**src/rtl/exe_stage_pkg.sv**
```systemverilog
// -----------------------------------------------------------------------------
// exe_stage_pkg
// Shared definitions for the execute stage: bus widths, the field layout of the
// decode->execute and execute->memory bundles, and the one-hot alu_op bit
// indices.
// -----------------------------------------------------------------------------
package exe_stage_pkg;

    localparam int DS_TO_ES_BUS_WD = 150;
    localparam int ES_TO_MS_BUS_WD = 71;
    localparam int ALU_OP_WD       = 12;

    // alu_op one-hot bit indices
    localparam int OP_ADD   = 0;
    localparam int OP_SUB   = 1;
    localparam int OP_SLT   = 2;
    localparam int OP_SLTU  = 3;
    localparam int OP_AND   = 4;
    localparam int OP_NOR   = 5;
    localparam int OP_OR    = 6;
    localparam int OP_XOR   = 7;
    localparam int OP_SLL   = 8;
    localparam int OP_SRL   = 9;
    localparam int OP_SRA   = 10;
    localparam int OP_LUI   = 11;

    // Field order matches the bus bit positions, MSB first.
    typedef struct packed {
        logic [ALU_OP_WD-1:0] alu_op;       // [149:138]
        logic                 res_from_mem; // [137]
        logic                 src1_is_pc;   // [136]
        logic                 src2_is_imm;  // [135]
        logic                 gr_we;        // [134]
        logic                 mem_we;       // [133]
        logic [4:0]           dest;         // [132:128]
        logic [31:0]          imm;          // [127:96]
        logic [31:0]          rj_value;     // [95:64]
        logic [31:0]          rkd_value;    // [63:32]
        logic [31:0]          pc;           // [31:0]
    } ds_bus_t;

    typedef struct packed {
        logic        res_from_mem; // [70]
        logic        gr_we;        // [69]
        logic [4:0]  dest;         // [68:64]
        logic [31:0] alu_result;   // [63:32]
        logic [31:0] pc;           // [31:0]
    } es_bus_t;

endpackage

```
**src/rtl/exe_stage_alu.sv**
```systemverilog
// -----------------------------------------------------------------------------
// alu
// Purely combinational ALU driven by a one-hot alu_op.
//   alu_op     in  12  one-hot operation select (all-zero -> result 0)
//   src1       in  32  first operand
//   src2       in  32  second operand (shift amount is src2[4:0])
//   alu_result out 32  result
// -----------------------------------------------------------------------------
module alu
    import exe_stage_pkg::*;
(
    input  logic [ALU_OP_WD-1:0] alu_op,
    input  logic [31:0]          src1,
    input  logic [31:0]          src2,
    output logic [31:0]          alu_result
);

    logic [31:0] add_sub_res;
    logic [31:0] sub_res;
    logic [4:0]  sa;

    assign add_sub_res = src1 + src2;
    assign sub_res     = src1 - src2;
    assign sa          = src2[4:0];

    // AND-OR mux: with a one-hot select each term is gated by its own bit, so
    // an all-zero select naturally yields 0.
    always_comb begin
        alu_result = '0;
        alu_result |= {32{alu_op[OP_ADD]}}  & add_sub_res;
        alu_result |= {32{alu_op[OP_SUB]}}  & sub_res;
        alu_result |= {32{alu_op[OP_SLT]}}  & {31'd0, ($signed(src1) < $signed(src2))};
        alu_result |= {32{alu_op[OP_SLTU]}} & {31'd0, (src1 < src2)};
        alu_result |= {32{alu_op[OP_AND]}}  & (src1 & src2);
        alu_result |= {32{alu_op[OP_NOR]}}  & ~(src1 | src2);
        alu_result |= {32{alu_op[OP_OR]}}   & (src1 | src2);
        alu_result |= {32{alu_op[OP_XOR]}}  & (src1 ^ src2);
        alu_result |= {32{alu_op[OP_SLL]}}  & (src1 << sa);
        alu_result |= {32{alu_op[OP_SRL]}}  & (src1 >> sa);
        alu_result |= {32{alu_op[OP_SRA]}}  & 32'($signed(src1) >>> sa);
        alu_result |= {32{alu_op[OP_LUI]}}  & src2;
    end

endmodule

```
**src/rtl/exe_stage.sv**
```systemverilog
// -----------------------------------------------------------------------------
// exe_stage
// Execute stage: latches the decoded bundle under valid/allowin, computes the
// ALU result, issues the data-SRAM request and publishes its destination
// register for hazard detection.
//   clk, reset                     clock, synchronous active-high reset
//   ms_allowin      in   1         memory stage can accept
//   es_allowin      out  1         execute can accept from decode
//   ds_to_es_valid  in   1         decode offers a bundle
//   ds_to_es_bus    in   150       decoded bundle
//   es_to_ms_valid  out  1         bundle offered to memory
//   es_to_ms_bus    out  71        {res_from_mem, gr_we, dest, alu_result, pc}
//   es_dest         out  5         pending write destination (0 = none)
//   data_sram_*     out            data SRAM request
// All outputs depend only on the stage registers and ms_allowin.
// -----------------------------------------------------------------------------
module exe_stage
    import exe_stage_pkg::*;
(
    input  logic                       clk,
    input  logic                       reset,
    input  logic                       ms_allowin,
    output logic                       es_allowin,
    input  logic                       ds_to_es_valid,
    input  logic [DS_TO_ES_BUS_WD-1:0] ds_to_es_bus,
    output logic                       es_to_ms_valid,
    output logic [ES_TO_MS_BUS_WD-1:0] es_to_ms_bus,
    output logic [4:0]                 es_dest,
    output logic                       data_sram_en,
    output logic [3:0]                 data_sram_we,
    output logic [31:0]                data_sram_addr,
    output logic [31:0]                data_sram_wdata
);

    localparam logic ES_READY_GO = 1'b1;

    ds_bus_t     bundle_q, bundle_d;
    logic        es_valid_q, es_valid_d;
    logic [31:0] src1, src2, alu_result;
    es_bus_t     out_bus;

    assign es_allowin = !es_valid_q || (ES_READY_GO && ms_allowin);

    always_comb begin
        es_valid_d = es_valid_q;
        bundle_d   = bundle_q;
        if (es_allowin) begin
            es_valid_d = ds_to_es_valid;
            if (ds_to_es_valid) begin
                bundle_d = ds_bus_t'(ds_to_es_bus);
            end
        end
    end

    always_ff @(posedge clk) begin
        if (reset) begin
            es_valid_q <= 1'b0;
            bundle_q   <= '0;
        end else begin
            es_valid_q <= es_valid_d;
            bundle_q   <= bundle_d;
        end
    end

    assign src1 = bundle_q.src1_is_pc  ? bundle_q.pc  : bundle_q.rj_value;
    assign src2 = bundle_q.src2_is_imm ? bundle_q.imm : bundle_q.rkd_value;

    alu u_alu (
        .alu_op     (bundle_q.alu_op),
        .src1       (src1),
        .src2       (src2),
        .alu_result (alu_result)
    );

    assign es_to_ms_valid = es_valid_q && ES_READY_GO;

    always_comb begin
        out_bus.res_from_mem = bundle_q.res_from_mem;
        out_bus.gr_we        = bundle_q.gr_we;
        out_bus.dest         = bundle_q.dest;
        out_bus.alu_result   = alu_result;
        out_bus.pc           = bundle_q.pc;
    end
    assign es_to_ms_bus = out_bus;

    assign es_dest = (es_valid_q && bundle_q.gr_we) ? bundle_q.dest : 5'd0;

    // The write strobe is qualified by ms_allowin so a stalled store is only
    // written on the cycle it actually leaves for memory.
    assign data_sram_en    = es_valid_q && (bundle_q.res_from_mem || bundle_q.mem_we);
    assign data_sram_we    = {4{es_valid_q && bundle_q.mem_we && ms_allowin}};
    assign data_sram_addr  = alu_result;
    assign data_sram_wdata = bundle_q.rkd_value;

endmodule
```
**config.mk**
```make
export PLATFORM = sky130hd
export DESIGN_NAME = exe_stage
export DESIGN_NICKNAME = d
export VERILOG_FILES = /design/src/rtl/exe_stage_pkg.sv /design/src/rtl/exe_stage_alu.sv /design/src/rtl/exe_stage.sv
export SDC_FILE = /design/constraint.sdc
export NUM_CORES = 1
export LEC_CHECK = 0
export CORE_ASPECT_RATIO = 0.75
export CORE_UTILIZATION = 49
export DETAILED_ROUTE_END_ITERATION = 7
export PLACE_DENSITY = 0.79
export SYNTH_ARGS = -nofsm -noshare
export SYNTH_HDL_FRONTEND = slang
export SYNTH_SLANG_ARGS = --single-unit
```
**constraint.sdc**
```tcl
create_clock -name clk -period 5 [get_ports clk]
set_clock_uncertainty 0.05 [all_clocks]
set_input_delay 0.75 -clock clk [delete_from_list [all_inputs] [get_ports clk]]
set_output_delay 0.75 -clock clk [all_outputs]
set_load 0.02 [all_outputs]
```
==> flow_metrics.tcl <==
set metrics [dict create \
    min_from "bundle_q[95]" \
    via_per_inst 6.32 \
    grtUsageTotal 0.441 \
    synth.area.top_cells "dfxtp_1 19%, nand2_1 11%, mux2i_1 9.5%" \
    critPathSlowestCell "clkdlybuf4s50_1" \
    syn-num-nets 2458 \
    clock-root-buffer "clkbuf_16" \
    wl_mm 74.8 \
    cts_hold_buffers 0 \
    io_buffers 300 \
    yosysWarnings 0 \
    rsz0062_at_grt "true" \
    synthToLayoutAreaGrowth_pct 39.2 \
    ioPinCount 301 \
    drv_slew 0 \
    path_max_fanout 22 \
    r2r-end "bundle_q[122]" \
    fmax_mhz 195 \
    timing.critical_path.mode_cell "buf_4" \
    tightest_slew_ps 1130 \
    crit_arrival_ps 4320 \
    wire_per_inst_um 24.9 \
    crit_path_start_kind "flip-flop" \
    yosys_most_used_dff "dfxtp_1" \
    synthCells 2205 \
    dieArea_sq_um 32500 \
    synth_top_area_frac 0.194 \
    r2r_cells 5 \
    nNetsFinal 2840 \
    cts_tree "built" \
    setup.worst_path.end_class "output port" \
    power.total_mw 5.76 \
    clock_latency_ps 450 \
    synth_area_sq_um 15600 \
    synth_edf_count 0 \
    die_y_um 156 \
    ff2ff_setup_slack_ps 2760 \
    synth.largest_area_cell "dfxtp_1" \
    worstHoldPathCells 2 \
    leakage_nw 9.28 \
    drc_errors 0 \
    finalSetupViolCount 19 \
    core_area_sq_um 31300 \
    antenna_found_initial 3 \
    crit_chain "mux2i_4, inv_2, buf_4, buf_4, mux2i_1, mux2i_1, o21ai_0, buf_4, nor2_1, o21ai_0, o2111ai_1, a211o_1, clkdlybuf4s50_1" \
    drtPass1Iterations 6 \
    fin_crit_ps 5120 \
    yosysMostFrequentCell "nand2_1" \
    grt_overflow 0 \
    final_antenna_net_count 0 \
    r2r_start "es_to_ms_valid" \
    max-slew-margin-rel 0.247 \
    power.density_nw_per_um2 266 \
    drive_gt1_frac 0.235 \
    cts-buffers-inserted 17 \
    place_ws_ps -267 \
    synth_common_cells "450 x nand2_1, 247 x a21oi_1, 151 x dfxtp_1" \
    finalWorstSetupSlack_ps -122 \
    start_util 0.498 \
    gp_congestion 1.09 \
    ir_worst_vdd_mv 0.202 \
    routed-via-count 19000 \
    status "finished with violations" \
    grt_max_degree 94 \
    avgSynthCellArea_sq_um 7.06 \
    cts.clk_slew.worst_paths_ps 70 \
    drt_iter0_drc 2332 \
    htreeDepth 4 \
    clock-sinks 151 \
    dp_hpwl_mm 56.5 \
    slowest_delay_ps 560 \
    yosysUniqueCellTypes 77 \
    dieWidth_um 208 \
    hold_path.class "flip-flop to flip-flop" \
    fin_crit_sh 1.02 \
    grt_pass1_wl_mm 109 \
    fill_cells 2632 \
    seq_area_frac_synth 0.194 \
    hold_violations 0 \
    core.rowCount 56 \
    path_class "flip-flop to output port" \
    holdPathEnd "bundle_q[95]" \
    failed_checks "negative setup slack" \
    timing.max_cap.violations 0 \
    cts.path.max_buffers 2 \
    grt_pass1_vias 17600 \
    crit_required_ps 4200 \
    ys_ff_latch 151 \
    synthArstFlopShare 0 \
]
==> per-layer routing <==
metal / vias to the layer above / GRT usage / wire length, um
met5: - / 0 / 8
met2: 1329 / 0.659 / 31400
met1: 9026 / 0.585 / 30200
li1: 8414 / - / -
met3: 237 / 0.123 / 9590
met4: 2 / 0.208 / 3640
==> placed cells by master (no fill, tap or decap), types with 7 or more instances in the layout <==
| cell type | synthesis | final |
|---|---|---|
| a211oi_1 | 28 | 22 |
| a21o_1 | 11 | 11 |
| a21oi_1 | 247 | 234 |
| a21oi_2 | 1 | 14 |
| a221o_1 | 13 | 13 |
| a221oi_1 | 30 | 25 |
| a22oi_1 | 31 | 30 |
| a31oi_1 | 21 | 17 |
| and3_1 | 10 | 10 |
| buf_12 | 0 | 8 |
| buf_2 | 20 | 18 |
| buf_4 | 109 | 322 |
| buf_6 | 0 | 20 |
| clkbuf_16 | 0 | 17 |
| clkdlybuf4s50_1 | 0 | 251 |
| dfxtp_1 | 151 | 143 |
| ha_1 | 97 | 72 |
| ha_2 | 0 | 9 |
| ha_4 | 0 | 16 |
| inv_1 | 90 | 81 |
| inv_2 | 2 | 10 |
| mux2_2 | 54 | 42 |
| mux2_4 | 0 | 12 |
| mux2i_1 | 147 | 137 |
| mux2i_4 | 1 | 7 |
| nand2_1 | 450 | 448 |
| nand2b_1 | 10 | 10 |
| nand3_1 | 30 | 27 |
| nand4_1 | 17 | 17 |
| nor2_1 | 134 | 128 |
| nor3_1 | 18 | 16 |
| o211ai_1 | 40 | 40 |
| o21ai_0 | 106 | 94 |
| o21ai_2 | 0 | 8 |
| o22ai_1 | 7 | 7 |
| o31ai_1 | 12 | 11 |
| xnor2_1 | 44 | 44 |
| xor2_1 | 9 | 9 |
==> what timing repair did <==
| item | CTS | global route |
|---|---|---|
| resized for setup | 239 | 140 |
| pin swaps | 24 | 38 |
| setup buffers | 16 | 28 |
| setup endpoints to repair | 52 | 56 |
| hold endpoints to repair | 0 | 0 |
| cloned | 2 | 0 |
==> where the power goes <==
group	internal, mW	total [mW]	switching (mW)
registers	1.27	1.39	0.113
logic	1.34	3.06	1.73
clock network	0.676	1.31	0.635
==> cell families after synthesis <==
group / Yosys count / share of synthesized area
AO/OA/AOI/OAI: 627 / 0.256
XOR/XNOR: 53 / 0.0298
adder cells (fa/ha/maj): 99 / 0.0805
buffers and inverters: 368 / 0.117
flip-flops: 151 / 0.194
multiplexers: 203 / 0.136
AND/OR/NAND/NOR: 704 / 0.186
==> registers in the layout (all words and copies together), names as in the netlist <==
signal / flops
bundle_q: 79
es_to_ms_bus: 39
data_sram_wdata: 32
es_to_ms_valid: 1
==> metrics by stage <==
stage	util	setup TNS, ps	hold slack [ps]	cell area (sq um)	cells
after global placement	0.641	-1800	388	20000	2932
after CTS	0.675	-399	405	21100	2982
final	0.693	-1240	405	21700	3007
after detailed placement	0.641	-3530	395	20000	2932
after floorplan	-	-63.0	383	15700	2205
after global routing	0.693	-3340	430	21700	3006
==> final cells by class <==
type	instances	area (sq um)	area share
clock buffer	17	425	0.0196
multi-input combinational	1686	11500	0.533
clock inverter	15	170	0.00785
tap	406	508	0.0234
antenna	1	2.50	0.000116
timing repair buffer	638	5630	0.260
inverter	93	352	0.0162
sequential	151	3040	0.140
==> worst max-delay path: cells and delay by family (launching register included) <==
kind	cells	cell delay [ps]
AOI/OAI and AO/OA	4	1270
DFF	1	370
buffers and inverters	5	1370
and+or+nand+nor	1	30
muxes	3	820
==> worst max path at each step <==
stage | slack [ps] | start | cells after the start | end
5_1_grt | -210 | bundle_q[135] | 10 | es_to_ms_bus[33]
4_1_cts | -80 | bundle_q[136] | 14 | data_sram_addr[29]
6_report | -120 | bundle_q[135] | 13 | es_to_ms_bus[41]
3_5_place_dp | -270 | bundle_q[135] | 16 | data_sram_addr[29]
2_1_floorplan | -40 | bundle_q[135] | 19 | es_to_ms_bus[62]
3_3_place_gp | -190 | bundle_q[135] | 16 | data_sram_addr[29]
(Power assumes the default switching activity.)
